`config.mk`:
```
export PLATFORM = sky130hd
export DESIGN_NAME = dtw_axis_sample_fifo_flat
export DESIGN_NICKNAME = d
export VERILOG_FILES = /design/src/rtl/dtw_axis_sample_fifo_if.sv /design/src/rtl/dtw_axis_sample_fifo.sv /design/src/flat_wrapper.sv
export SDC_FILE = /design/constraint.sdc
export NUM_CORES = 1
export LEC_CHECK = 0
export ABC_AREA = 1
export CELL_PAD_IN_SITES_DETAIL_PLACEMENT = 1
export CELL_PAD_IN_SITES_GLOBAL_PLACEMENT = 1
export CORE_MARGIN = 5
export CORE_UTILIZATION = 35
export DETAILED_ROUTE_END_ITERATION = 8
export PLACE_DENSITY_LB_ADDON = 0.3
export SLEW_MARGIN = 20
export SYNTH_ARGS = -nofsm -noshare
export SYNTH_HDL_FRONTEND = slang
export SYNTH_SLANG_ARGS = --single-unit
export TNS_END_PERCENT = 30
```
`constraint.sdc`:
```
create_clock -name S_AXIS_ACLK -period 6.4 [get_ports S_AXIS_ACLK]
set_input_delay 0.64 -clock S_AXIS_ACLK [delete_from_list [all_inputs] [get_ports S_AXIS_ACLK]]
set_output_delay 0.64 -clock S_AXIS_ACLK [all_outputs]
set_load 0.01 [all_outputs]
```
`src/rtl/dtw_axis_sample_fifo_if.sv`:
```
// AXI4-Stream beat channel into the DTW sample FIFO; the master drives data,
// the slave returns TREADY.
interface dtw_axis_sample_fifo_if #(
  parameter int TDATA_WIDTH = 32
);
  logic                     S_AXIS_TVALID;
  logic                     S_AXIS_TREADY;
  logic [TDATA_WIDTH-1:0]   S_AXIS_TDATA;
  logic [TDATA_WIDTH/8-1:0] S_AXIS_TSTRB;
  logic                     S_AXIS_TLAST;

  modport master (
    output S_AXIS_TVALID, S_AXIS_TDATA, S_AXIS_TSTRB, S_AXIS_TLAST,
    input  S_AXIS_TREADY
  );

  modport slave (
    input  S_AXIS_TVALID, S_AXIS_TDATA, S_AXIS_TSTRB, S_AXIS_TLAST,
    output S_AXIS_TREADY
  );
endinterface

```
`src/rtl/dtw_axis_sample_fifo.sv`:
```
// Unpacks strobed AXIS beats into samples (lowest lane first) feeding a FWFT FIFO with packet-end tags.
// One sample per cycle; TREADY only while idle or on the final lane of the held beat, and held low while full.
module dtw_axis_sample_fifo #(
  parameter int  C_S_AXIS_TDATA_WIDTH = 32,
  parameter int  SAMPLE_WIDTH         = 8,
  parameter int  FIFO_DEPTH           = 64,
  localparam int LANES                = C_S_AXIS_TDATA_WIDTH / SAMPLE_WIDTH,
  localparam int CW                   = $clog2(FIFO_DEPTH) + 1
) (
  input  logic                    S_AXIS_ACLK,
  input  logic                    S_AXIS_ARESETN,
  dtw_axis_sample_fifo_if.slave   s_axis,
  input  logic                    dtw_fifo_rden,
  input  logic                    dtw_fifo_flush,
  output logic [SAMPLE_WIDTH-1:0] dtw_fifo_dout,
  output logic                    dtw_fifo_last,
  output logic                    dtw_fifo_empty,
  output logic                    dtw_fifo_full,
  output logic [CW-1:0]           dtw_fifo_count,
  output logic [CW-1:0]           dtw_pkt_count,
  output logic                    err_null_beat
);

  localparam int SB = SAMPLE_WIDTH / 8;
  localparam int AW = $clog2(FIFO_DEPTH);

  typedef enum logic {IDLE, UNPACK} state_t;

  state_t                            state;
  logic [C_S_AXIS_TDATA_WIDTH-1:0]   data_q;
  logic [LANES-1:0]                  mask_q;
  logic                              last_q;

  logic [LANES-1:0]                  in_mask;
  logic [LANES-1:0]                  mask_rest;
  logic [SAMPLE_WIDTH-1:0]           wr_dat;
  logic                              found;
  logic                              lane_last;
  logic                              wr_en;
  logic                              rd_en;
  logic                              fin;
  logic                              tready;
  logic                              accept;

  logic [SAMPLE_WIDTH-1:0]           mem_dat [FIFO_DEPTH];
  logic                              mem_last[FIFO_DEPTH];
  logic [AW-1:0]                     wr_ptr;
  logic [AW-1:0]                     rd_ptr;
  logic [CW-1:0]                     count_q;
  logic [CW-1:0]                     count_nxt;
  logic [CW-1:0]                     pkt_q;
  logic                              full_q;
  logic                              empty_q;
  logic                              wr_last;
  logic                              rd_last;

  // A lane counts only when every byte strobe inside it is set.
  always_comb begin
    in_mask = '0;
    for (int l = 0; l < LANES; l++)
      in_mask[l] = &s_axis.S_AXIS_TSTRB[l*SB +: SB];
  end

  always_comb begin
    wr_dat = '0;
    found  = 1'b0;
    for (int l = 0; l < LANES; l++) begin
      if (!found && mask_q[l]) begin
        wr_dat = data_q[l*SAMPLE_WIDTH +: SAMPLE_WIDTH];
        found  = 1'b1;
      end
    end
  end

  assign mask_rest = mask_q & (mask_q - 1'b1);
  assign lane_last = (mask_rest == '0);
  assign wr_en     = (state == UNPACK) && !full_q && !dtw_fifo_flush;
  assign fin       = wr_en && lane_last;
  assign rd_en     = dtw_fifo_rden && !empty_q && !dtw_fifo_flush;
  assign wr_last   = wr_en && last_q && lane_last;
  assign rd_last   = rd_en && mem_last[rd_ptr];

  // Ready on the final-lane cycle lets the next beat land without a bubble.
  assign tready = S_AXIS_ARESETN && !dtw_fifo_flush &&
                  ((state == IDLE) || ((state == UNPACK) && !full_q && lane_last));
  assign accept = s_axis.S_AXIS_TVALID && tready;
  assign s_axis.S_AXIS_TREADY = tready;

  always_ff @(posedge S_AXIS_ACLK or negedge S_AXIS_ARESETN) begin
    if (!S_AXIS_ARESETN) begin
      state         <= IDLE;
      data_q        <= '0;
      mask_q        <= '0;
      last_q        <= 1'b0;
      err_null_beat <= 1'b0;
    end else if (dtw_fifo_flush) begin
      state         <= IDLE;
      mask_q        <= '0;
      err_null_beat <= 1'b0;
    end else begin
      if (wr_en)
        mask_q <= mask_rest;
      if (accept) begin
        if (in_mask != '0) begin
          data_q <= s_axis.S_AXIS_TDATA;
          mask_q <= in_mask;
          last_q <= s_axis.S_AXIS_TLAST;
          state  <= UNPACK;
        end else begin
          err_null_beat <= 1'b1;
          state         <= IDLE;
        end
      end else if (fin) begin
        state <= IDLE;
      end
    end
  end

  always_comb begin
    count_nxt = count_q;
    if (wr_en && !rd_en)
      count_nxt = count_q + 1'b1;
    else if (rd_en && !wr_en)
      count_nxt = count_q - 1'b1;
  end

  always_ff @(posedge S_AXIS_ACLK) begin
    if (wr_en) begin
      mem_dat[wr_ptr]  <= wr_dat;
      mem_last[wr_ptr] <= last_q && lane_last;
    end
  end

  always_ff @(posedge S_AXIS_ACLK or negedge S_AXIS_ARESETN) begin
    if (!S_AXIS_ARESETN) begin
      wr_ptr  <= '0;
      rd_ptr  <= '0;
      count_q <= '0;
      pkt_q   <= '0;
      full_q  <= 1'b0;
      empty_q <= 1'b1;
    end else if (dtw_fifo_flush) begin
      wr_ptr  <= '0;
      rd_ptr  <= '0;
      count_q <= '0;
      pkt_q   <= '0;
      full_q  <= 1'b0;
      empty_q <= 1'b1;
    end else begin
      if (wr_en) wr_ptr <= wr_ptr + 1'b1;
      if (rd_en) rd_ptr <= rd_ptr + 1'b1;
      count_q <= count_nxt;
      full_q  <= (count_nxt == CW'(FIFO_DEPTH));
      empty_q <= (count_nxt == '0);
      if (wr_last && !rd_last)
        pkt_q <= pkt_q + 1'b1;
      else if (rd_last && !wr_last)
        pkt_q <= pkt_q - 1'b1;
    end
  end

  assign dtw_fifo_dout  = empty_q ? '0 : mem_dat[rd_ptr];
  assign dtw_fifo_last  = !empty_q && mem_last[rd_ptr];
  assign dtw_fifo_empty = empty_q;
  assign dtw_fifo_full  = full_q;
  assign dtw_fifo_count = count_q;
  assign dtw_pkt_count  = pkt_q;

endmodule

```
`src/flat_wrapper.sv`:
```
// flat-port wrapper written by rule: the top's interface ports become plain ports
module dtw_axis_sample_fifo_flat 
#(
  parameter int  C_S_AXIS_TDATA_WIDTH = 32,
  parameter int  SAMPLE_WIDTH         = 8,
  parameter int  FIFO_DEPTH           = 64,
  localparam int LANES                = C_S_AXIS_TDATA_WIDTH / SAMPLE_WIDTH,
  localparam int CW                   = $clog2(FIFO_DEPTH) + 1
)
  (S_AXIS_ACLK, S_AXIS_ARESETN, dtw_fifo_rden, dtw_fifo_flush, dtw_fifo_dout, dtw_fifo_last, dtw_fifo_empty, dtw_fifo_full, dtw_fifo_count, dtw_pkt_count, err_null_beat, s_axis_S_AXIS_TVALID, s_axis_S_AXIS_TDATA, s_axis_S_AXIS_TSTRB, s_axis_S_AXIS_TLAST, s_axis_S_AXIS_TREADY);
  dtw_axis_sample_fifo_if #(.TDATA_WIDTH((32))) s_axis_i ();
  input  logic S_AXIS_ACLK;
  input  logic S_AXIS_ARESETN;
  input  logic dtw_fifo_rden;
  input  logic dtw_fifo_flush;
  output logic [SAMPLE_WIDTH-1:0] dtw_fifo_dout;
  output logic dtw_fifo_last;
  output logic dtw_fifo_empty;
  output logic dtw_fifo_full;
  output logic [CW-1:0] dtw_fifo_count;
  output logic [CW-1:0] dtw_pkt_count;
  output logic err_null_beat;
  input wire logic [$bits(s_axis_i.S_AXIS_TVALID)-1:0] s_axis_S_AXIS_TVALID;
  input wire logic [$bits(s_axis_i.S_AXIS_TDATA)-1:0] s_axis_S_AXIS_TDATA;
  input wire logic [$bits(s_axis_i.S_AXIS_TSTRB)-1:0] s_axis_S_AXIS_TSTRB;
  input wire logic [$bits(s_axis_i.S_AXIS_TLAST)-1:0] s_axis_S_AXIS_TLAST;
  output wire logic [$bits(s_axis_i.S_AXIS_TREADY)-1:0] s_axis_S_AXIS_TREADY;
  assign s_axis_i.S_AXIS_TVALID = s_axis_S_AXIS_TVALID;
  assign s_axis_i.S_AXIS_TDATA = s_axis_S_AXIS_TDATA;
  assign s_axis_i.S_AXIS_TSTRB = s_axis_S_AXIS_TSTRB;
  assign s_axis_i.S_AXIS_TLAST = s_axis_S_AXIS_TLAST;
  assign s_axis_S_AXIS_TREADY = s_axis_i.S_AXIS_TREADY;
  dtw_axis_sample_fifo #(.C_S_AXIS_TDATA_WIDTH(C_S_AXIS_TDATA_WIDTH), .SAMPLE_WIDTH(SAMPLE_WIDTH), .FIFO_DEPTH(FIFO_DEPTH)) u_core (.S_AXIS_ACLK(S_AXIS_ACLK), .S_AXIS_ARESETN(S_AXIS_ARESETN), .s_axis(s_axis_i), .dtw_fifo_rden(dtw_fifo_rden), .dtw_fifo_flush(dtw_fifo_flush), .dtw_fifo_dout(dtw_fifo_dout), .dtw_fifo_last(dtw_fifo_last), .dtw_fifo_empty(dtw_fifo_empty), .dtw_fifo_full(dtw_fifo_full), .dtw_fifo_count(dtw_fifo_count), .dtw_pkt_count(dtw_pkt_count), .err_null_beat(err_null_beat));
endmodule
```
==> results.cfg, run 1 <==
[timing]
finalSetupViolations = 0
fin_crit_ps = 5380
max_freq_mhz = 186
worst_pin_slew_ps = 1150
fin_crit_sh_pct = 84.1
finalMaxSlewViolations = 0
slew_headroom_pct = 22.8
rsz0062_at_grt = no
tns_ps = 0
skew_ps = 14.6
hold_viol = 0

[critical_path]
reg2reg_to = u_core.dtw_pkt_count[6]$_DFFE_PN0P_
reg2reg_from = u_core.rd_ptr[1]$_DFFE_PN0P_
path_cells = inv_4 -> buf_4 -> o21ai_0 -> o221ai_1 -> nand3_1 -> nand3_1 -> nand3_1 -> a21oi_1 -> clkdlybuf4s50_1
required_ps = 5760
endpoint_kind = primary output
crit_arrival_ps = 4740
cp_num_cells = 9
path_buf_inv = 3
critPathTopFamily = buffers and inverters
cpMaxStageDelayCell = inv_4
reg2reg_depth = 23
slowest_delay_ps = 880
worst_path_most_repeated_cell = nand3_1
startpoint_type = flop
cp_max_fo = 96
r2r_setup_slack_ps = 1690
critPathKind = flop to primary output

[run]
cap_viol_max_count = 0

[placed_design]
gp_congestion = 0.782
dp.cells = 3074
portBuffers = 68
dpl.hpwl_mm = 43.3

[route]
routed_wl_mm = 76.5
wire_per_inst_um = 23.9
avgViaCountPerCell = 5.49
drtPass1Iterations = 5
remaining_drc_errors = 0
drt_iter0_drc = 1439
routed-via-count = 17604
drtAntennaViolNets = 0

[final_layout]
drive_gt1_share_pct = 7.51
antenna_cells = 0
layout.cells.non_filler = 3206
syn_to_final_growth_pct = 14.1
nNetsFinal = 2232
fillers = 7825

[clock_tree]
post_cts_buffers = 0
clk_pin_slew_ps = 60
cts.sinks = 643
cts_buffers = 71
htree_num_levels = 3
cts-root-buf = clkbuf_16
cts_tree = done
clk_latency_ps = 610
cts_buffer_depth = 3

[synth]
synth_flop_cell = edfxtp_1
synth_cells = 2145
syn_nets = 2198
synth_area_leaders = edfxtp_1 65%, dfrtp_1 6.3%, nor2_1 5.1%
synthesis.area_um2 = 26400
synthSimpleGateAreaFrac_pct = 13.1
synth_fa_ha_area_share_pct = 0.550
yosysMostFrequentCell = edfxtp_1
ys_async_sr_fraction_pct = 10.4
yosys.area_share.xor_xnor_pct = 0.265
synth_area_per_cell_um2 = 12.3
yosysUniqueCellTypes = 48
synth_top_family_by_area = simple AND/OR/NAND/NOR gates
synth-edff-count = 576
synth_top_cell_area_share_pct = 65.5
synth-seq-area-share_pct = 71.8
synthTopCellsByCount = 576 x edfxtp_1, 360 x nor2_1, 270 x o21ai_0
synth_compound_area_share_pct = 10.7
synth_seq_cells = 643
ys_warn_count = 0
synth_mux_area_share_pct = 0
yosysTopAreaCell = edfxtp_1

[grt]
grt_pass1_wl_mm = 116
antenna_found_initial = 0
grt_pass1_vias = 18544
gr-total-overflow = 0
grt.total_usage_pct = 18.5
grt_max_degree = 176

[floorplan]
die_area_um2 = 81000
die_h_um = 285
core_um2 = 74700
start_util_pct = 35.4
fp-row-count = 100
die_x_um = 285
ios = 69

[pwr]
ir_drop_mv = 0.187
p_sw_share_pct = 26.7
powerDensity_nw_per_um2 = 337
p_leak_nw = 10.1
finalPower_mw = 10.2
p_int_mw = 7.46
switchingPower_mw = 2.71
p_seq_share_pct = 47.0
combPwrFrac_pct = 13.2
p_clk_share_pct = 39.8

[outcome]
outcome = finished, final reports clean

[min_path]
hold_class = input pin to async pin
-- metal layers --
layer	wire (µm)	GRT usage, %	up-vias
li1	-	-	7944
met1	33700	25.4	9031
met2	36900	30.6	521
met3	4140	3.19	108
met4	1730	4.55	0
met5	0	0	-
-- cell type report --
cell class                 instances  area, µm²  area share [%]
clock buffer                      94       1970            6.53
clock inverter                    37        308            1.02
inverter                          51        205           0.681
multi-input combinational       1315       6540            21.7
sequential                       643      19000            63.0
tap                              969       1210            4.02
timing repair buffer              97        908            3.02
-- power by group through the flow --
stage | clock (mW) | combinational (mW) | sequential, mW
after floorplan | 0 | 0.898 | 4.82
after global placement | 0 | 1.32 | 4.86
after detailed placement | 0 | 1.35 | 4.86
after CTS | 4.12 | 1.36 | 4.78
after global routing | 4.29 | 1.49 | 4.78
final | 4.05 | 1.34 | 4.78
-- repair_timing --
action                    in CTS  in global routing
hold endpoints to repair       3                  0
hold buffers                   1                  0
resized for setup              0                  0
-- flip-flops by register name, indices dropped and copies added (netlist names) --
register	flops
u_core.wr_ptr	6
u_core.mem_last	64
u_core.dtw_fifo_count	7
u_core.data_q	32
u_core.dtw_fifo_full	1
u_core.state	1
u_core.rd_ptr	6
u_core.dtw_pkt_count	7
u_core.mem_dat	512
u_core.last_q	1
u_core.err_null_beat	1
u_core.mask_q	4
u_core.dtw_fifo_empty	1
-- worst max path at each step --
| stage | startpoint | to | slack, ps |
|---|---|---|---|
| after global placement | u_core.rd_ptr[1]$_DFFE_PN0P_ | u_core.dtw_pkt_count[6]$_DFFE_PN0P_ | 1660 |
| final | u_core.rd_ptr[1]$_DFFE_PN0P_ | dtw_fifo_dout[0] | 1020 |
| after global routing | u_core.rd_ptr[1]$_DFFE_PN0P_ | dtw_fifo_dout[3] | 890 |
| after CTS | u_core.rd_ptr[1]$_DFFE_PN0P_ | dtw_fifo_dout[0] | 1090 |
| after floorplan | u_core.mask_q[0]$_DFF_PN0_ | u_core.dtw_pkt_count[6]$_DFFE_PN0P_ | 2070 |
| after detailed placement | u_core.rd_ptr[1]$_DFFE_PN0P_ | u_core.dtw_pkt_count[6]$_DFFE_PN0P_ | 1720 |
-- cells by family after synthesis --
group	after synthesis
and+or+nand+nor	827
DFF	643
AOI/OAI and AO/OA	469
buffers and inverters	187
adders and majority gates	11
xor gates and xnor gates	8
-- stage by stage --
| stage | hold WS [ps] | utilization (%) | setup slack, ps | instance area (µm²) |
|---|---|---|---|---|
| global route | 387 | 40.3 | 892 | 30100 |
| detailed placement | 462 | 37.2 | 1720 | 27800 |
| floorplan | 344 | - | 2070 | 26400 |
| CTS | 366 | 40.3 | 1090 | 30100 |
| finish | 386 | 40.3 | 1020 | 30100 |
| global placement | 458 | 37.2 | 1660 | 27800 |
-- cell usage in the layout (no fill, tap or decap), types with 17 or more instances in the layout --
| cell | netlist | final |
|---|---|---|
| edfxtp_1 | 576 | 576 |
| nor2_1 | 360 | 352 |
| o21ai_0 | 270 | 270 |
| nand2_1 | 264 | 264 |
| nand3_1 | 166 | 166 |
| o221ai_1 | 98 | 98 |
| clkbuf_16 | 0 | 75 |
| clkdlybuf4s50_1 | 0 | 67 |
| dfrtp_1 | 66 | 63 |
| inv_1 | 43 | 43 |
| o22ai_1 | 31 | 31 |
| buf_4 | 10 | 27 |
| a21oi_1 | 26 | 26 |
| o21ai_1 | 19 | 19 |
| clkbuf_1 | 60 | 17 |
-- worst reg2reg max path, delay by kind of cell, from the launching register on --
family,cells,cell delay [ps]
flip-flops,1,700
XOR/XNOR,1,210
AND/OR/NAND/NOR,15,1400
AO/OA/AOI/OAI,3,410
buffers and inverters,3,1490
adder cells (fa/ha/maj),1,370
Power figures use the tool's default switching activity.
==> run 2: changes to the inputs <==
Clock period 6.4 ns to 5.2 ns, I/O delays scaled along.
==> run 2 against run 1 <==
  * Count of clock-buffer cells in the layout up 1
  * Worst setup slack worse by 570 ps
  * Core utilization up 0.15 points
  * Die area unchanged
  * Power up 23%
  * Combinational power up 26%
  * Flip-flop and latch count unchanged
  * Clock skew up 8.0 ps
  * Worst hold slack worse by 110 ps
  * Clock power up 22%
  * First-iteration DRC count up 3.5%
  * Sequential power up 23%
  * Critical path type unchanged
  * Highest routed layer unchanged
==> results.cfg, run 2 (same netlist as run 1, synthesis figures left out) <==
[clock_tree]
post_cts_resized = 0
cts-root-buf = clkbuf_16
cts_buffer_depth = 3
post_cts_buffers = 0
cts_buffers = 72
clk_pin_slew_ps = 60
htree_num_levels = 3
cts.sinks = 643
holdBufCountCts = 1
clk_latency_ps = 610
cts_tree = done

[route]
drtAntennaViolNets = 0
routed-via-count = 17636
routed_wl_mm = 75.8
remaining_drc_errors = 0
avgViaCountPerCell = 5.49
drtPass1Iterations = 5
drt_iter0_drc = 1490
wire_per_inst_um = 23.6

[timing]
skew_ps = 22.6
slew_headroom_pct = 27.7
worst_pin_slew_ps = 1080
hold_viol = 0
rsz0062_at_grt = no
finalSetupViolations = 0
tns_ps = 0
finalMaxSlewViolations = 0
max_freq_mhz = 210
fin_crit_ps = 4760
fin_crit_sh_pct = 91.5

[critical_path]
crit_arrival_ps = 4240
endpoint_kind = primary output
startpoint_type = flop
critPathKind = flop to primary output
required_ps = 4680
cp_max_fo = 71
reg2reg_depth = 23

[final_layout]
nNetsFinal = 2238
fillers = 7779
regMostFlops = u_core.mem_dat
syn_to_final_growth_pct = 14.5
utilization_pct = 40.5
final_cell_mix = 576 x edfxtp_1, 358 x nor2_1, 270 x o21ai_0, 264 x nand2_1, 166 x nand3_1
multi_input_area_um2 = 6530
regArea_um2 = 19000
largest_reg_flops = 512
reg_top3 = u_core.mem_dat x512, u_core.mem_last x64, u_core.data_q x32
final_common_cell = edfxtp_1
drive_gt1_share_pct = 7.85

[grt]
grt.total_usage_pct = 18.2
grt_pass1_wl_mm = 115
gr-total-overflow = 0
use_met2_pct = 29.8
grt_pass1_vias = 18393
grt_max_degree = 145
grt_use_met3_pct = 2.38
antenna_found_initial = 0
busiest_layer = met2
use_met1_pct = 25.8

[floorplan]
ios = 69
die_h_um = 285
core_um2 = 74700
fp-row-count = 100
start_util_pct = 35.4
die_x_um = 285
die_area_um2 = 81000

[placed_design]
dpl.hpwl_mm = 44.1
portBuffers = 68
gp_congestion = 0.802

[pwr]
powerDensity_nw_per_um2 = 414
p_leak_nw = 10.2
finalPower_mw = 12.5
ir_drop_mv = 0.238

[run]
cap_viol_max_count = 0

[outcome]
outcome = finished, final reports clean

[min_path]
hold_class = input pin to async pin
[run 2: worst paths after layout]
kind	from	end	slack, ps
worst min-delay path	S_AXIS_ARESETN	u_core.dtw_pkt_count[3]$_DFFE_PN0P_	280
max in group asynchronous	S_AXIS_ARESETN	u_core.rd_ptr[1]$_DFFE_PN0P_	3750
worst max-delay path	u_core.rd_ptr[0]$_DFFE_PN0P_	dtw_fifo_dout[6]	440
min in group S_AXIS_ACLK	s_axis_S_AXIS_TDATA[28]	u_core.data_q[28]$_DFFE_PN0P_	460
worst max register to register	u_core.rd_ptr[0]$_DFFE_PN0P_	u_core.dtw_pkt_count[6]$_DFFE_PN0P_	860
worst min register to register	u_core.data_q[1]$_DFFE_PN0P_	u_core.data_q[1]$_DFFE_PN0P_	480
[run 2: layer usage]
metal  part of all wire (%)  up-vias  wire, µm
met5                      0        -         0
met3                    4.6      112      3500
li1                       -     7945         -
met4                    2.2        0      1640
met1                     46     9134     34900
met2                     47      445     35700
[run 2: worst max-delay path, stage by stage (launching register included)]
cell,delay (ps)
dfrtp_4,810
buf_4,680
o21ai_0,210
o221ai_1,240
nand3_1,120
o211ai_1,200
nand3_1,300
a21oi_1,400
clkdlybuf4s50_1,620
[run 2: stage by stage]
step / worst slack [ps] / instance area, µm² / cells / hold slack, ps
after floorplan: 868 / 26400 / 2145 / 224
after global placement: 967 / 27900 / 3079 / 359
after detailed placement: 846 / 27900 / 3079 / 363
after CTS: 418 / 30200 / 3212 / 245
after global routing: 249 / 30200 / 3212 / 308
final: 444 / 30200 / 3213 / 279
[run 2: where the power goes]
| part | internal, mW | switching [mW] | total (mW) |
|---|---|---|---|
| clock | 2.90 | 2.04 | 4.95 |
| sequential | 5.76 | 0.110 | 5.87 |
| combinational | 0.513 | 1.18 | 1.69 |
[run 2: area by class of cell]
| class | instances | area share [%] |
|---|---|---|
| Sequential cell | 643 | 62.8 |
| Inverter | 51 | 0.674 |
| Antenna cell | 1 | 0.00827 |
| Timing Repair Buffer | 102 | 3.33 |
| Tap cell | 969 | 4.01 |
| Clock buffer | 95 | 6.72 |
| Clock inverter | 37 | 0.894 |
| Multi-Input combinational cell | 1315 | 21.6 |
==> run 3: changes to the inputs <==
Settings changed: CTS_BUF_LIST set to sky130_fd_sc_hd__clkbuf_4 sky130_fd_sc_hd__clkbuf_8.
==> run 3 against run 2 <==
  * Global-route usage is 0.18 points higher
  * Non-clock buffer count stayed put
  * Flip-flop and latch count stayed put
  * Combinational power hardly changed
  * Clock skew is 2.0 ps higher
  * Die area stayed put
  * Core utilization is 0.22 points lower
  * Maximum frequency is 1.5% lower
  * Worst setup slack worse by 71 ps
  * Clock power is 9.3% lower
  * Final cell count is 2.1% higher
  * Register-to-register slack worse by 60 ps
==> results.cfg, run 3 (same netlist as run 1, synthesis figures left out) <==
[critical_path]
critPathKind = flop to primary output
cp_max_fo = 71
crit_arrival_ps = 4310
endpoint_kind = primary output
startpoint_type = flop
reg2reg_from = u_core.rd_ptr[0]$_DFFE_PN0P_
setup.worst_path.start = u_core.rd_ptr[0]$_DFFE_PN0P_
required_ps = 4680
reg2reg_depth = 23
r2r_setup_slack_ps = 800

[floorplan]
core_um2 = 74700
die_area_um2 = 81000
die_h_um = 285
die_x_um = 285
start_util_pct = 35.4
fp-row-count = 100
ios = 69

[final_layout]
regMostFlops = u_core.mem_dat
reg_top3 = u_core.mem_dat x512, u_core.mem_last x64, u_core.data_q x32
final_common_cell = edfxtp_1
drive_gt1_share_pct = 10.4
syn_to_final_growth_pct = 13.9
largest_reg_flops = 512
final_cell_mix = 576 x edfxtp_1, 358 x nor2_1, 270 x o21ai_0, 264 x nand2_1, 166 x nand3_1
nNetsFinal = 2275
fillers = 7861

[timing]
fin_crit_ps = 4830
skew_ps = 24.6
hold_viol = 0
max_freq_mhz = 207
fin_crit_sh_pct = 92.8
rsz0062_at_grt = no
worst_pin_slew_ps = 1080
finalMaxSlewViolations = 0
finalSetupViolations = 0
slew_headroom_pct = 27.8
tns_ps = 0

[clock_tree]
cts_buffer_depth = 3
cts_buffers = 109
htree_num_levels = 3
cts.sinks = 643
clk_pin_slew_ps = 60
post_cts_buffers = 0
cts_tree = done
post_cts_resized = 0
clk_latency_ps = 710
cts-root-buf = clkbuf_8

[placed_design]
portBuffers = 68
gp_congestion = 0.802
dpl.hpwl_mm = 44.1

[route]
drtPass1Iterations = 5
wire_per_inst_um = 23.3
drtAntennaViolNets = 0
routed-via-count = 17891
routed_wl_mm = 76.4
drt_iter0_drc = 1521
avgViaCountPerCell = 5.45
remaining_drc_errors = 0

[pwr]
finalPower_mw = 12.1
powerDensity_nw_per_um2 = 401
ir_drop_mv = 0.179
p_leak_nw = 10.2

[grt]
grt_pass1_vias = 18784
grt_max_degree = 145
gr-total-overflow = 0
grt_pass1_wl_mm = 116
antenna_found_initial = 1
grt.total_usage_pct = 18.4

[outcome]
outcome = finished, final reports clean

[min_path]
hold_class = input pin to async pin

[run]
cap_viol_max_count = 0
[run 3: per-stage QoR]
stage / utilization (%) / std cells / setup slack [ps] / hold WS [ps] / cell area [µm²]
after floorplan: - / 2145 / 868 / 224 / 26400
after global placement: 37.4 / 3079 / 967 / 359 / 27900
after detailed placement: 37.4 / 3079 / 846 / 363 / 27900
after CTS: 40.3 / 3280 / 324 / 108 / 30100
after global routing: 40.3 / 3281 / 208 / 176 / 30100
final: 40.3 / 3282 / 373 / 175 / 30100
[run 3: worst max-delay path, cell delays in order (launching register included)]
cell and delay, ps:
dfrtp_4 810, buf_4 680, o21ai_0 190, o221ai_1 250
nand3_1 120, nand3_1 180, nand3_1 240, a21oi_1 440
clkdlybuf4s50_1 640
[run 3: final timing paths]
check                                                      end
setup / recovery                              dtw_fifo_dout[4]
max in group asynchronous         u_core.rd_ptr[0]$_DFFE_PN0P_
hold reg to reg                  u_core.data_q[19]$_DFFE_PN0P_
min in group S_AXIS_ACLK         u_core.data_q[31]$_DFFE_PN0P_
setup reg to reg           u_core.dtw_pkt_count[6]$_DFFE_PN0P_
hold / removal             u_core.dtw_pkt_count[1]$_DFFE_PN0P_
[run 3: final cells by class]
type                       instances  area (µm²)  area share [%]
tap                              969        1210            4.03
antenna                            2        5.00          0.0166
timing repair buffer             102        1010            3.35
multi-input combinational       1315        6530            21.7
inverter                          51         204           0.678
sequential                       643       19000            63.1
clock buffer                     159        1900            6.32
clock inverter                    41         234           0.778
[run 3: what timing repair did]
action                                  4_1_cts  5_1_grt
hold buffers                                  1        0
hold endpoints to repair                      4        0
endpoints found under the setup margin        0        0
[run 3: per-layer routing]
metal / GRT usage, % / vias up / part of all wire (%)
li1: - / 8046 / -
met3: 3.57 / 119 / 5.7
met5: 0 / - / 0
met1: 25.3 / 9204 / 45
met4: 5.41 / 0 / 2.2
met2: 30.0 / 522 / 47
[run 3: power by group]
part	leakage (nW)	switching, mW	total, mW	internal, mW
clock	1.12	2.07	4.49	2.43
sequential	6.06	0.110	5.87	5.76
combinational	2.98	1.18	1.70	0.513
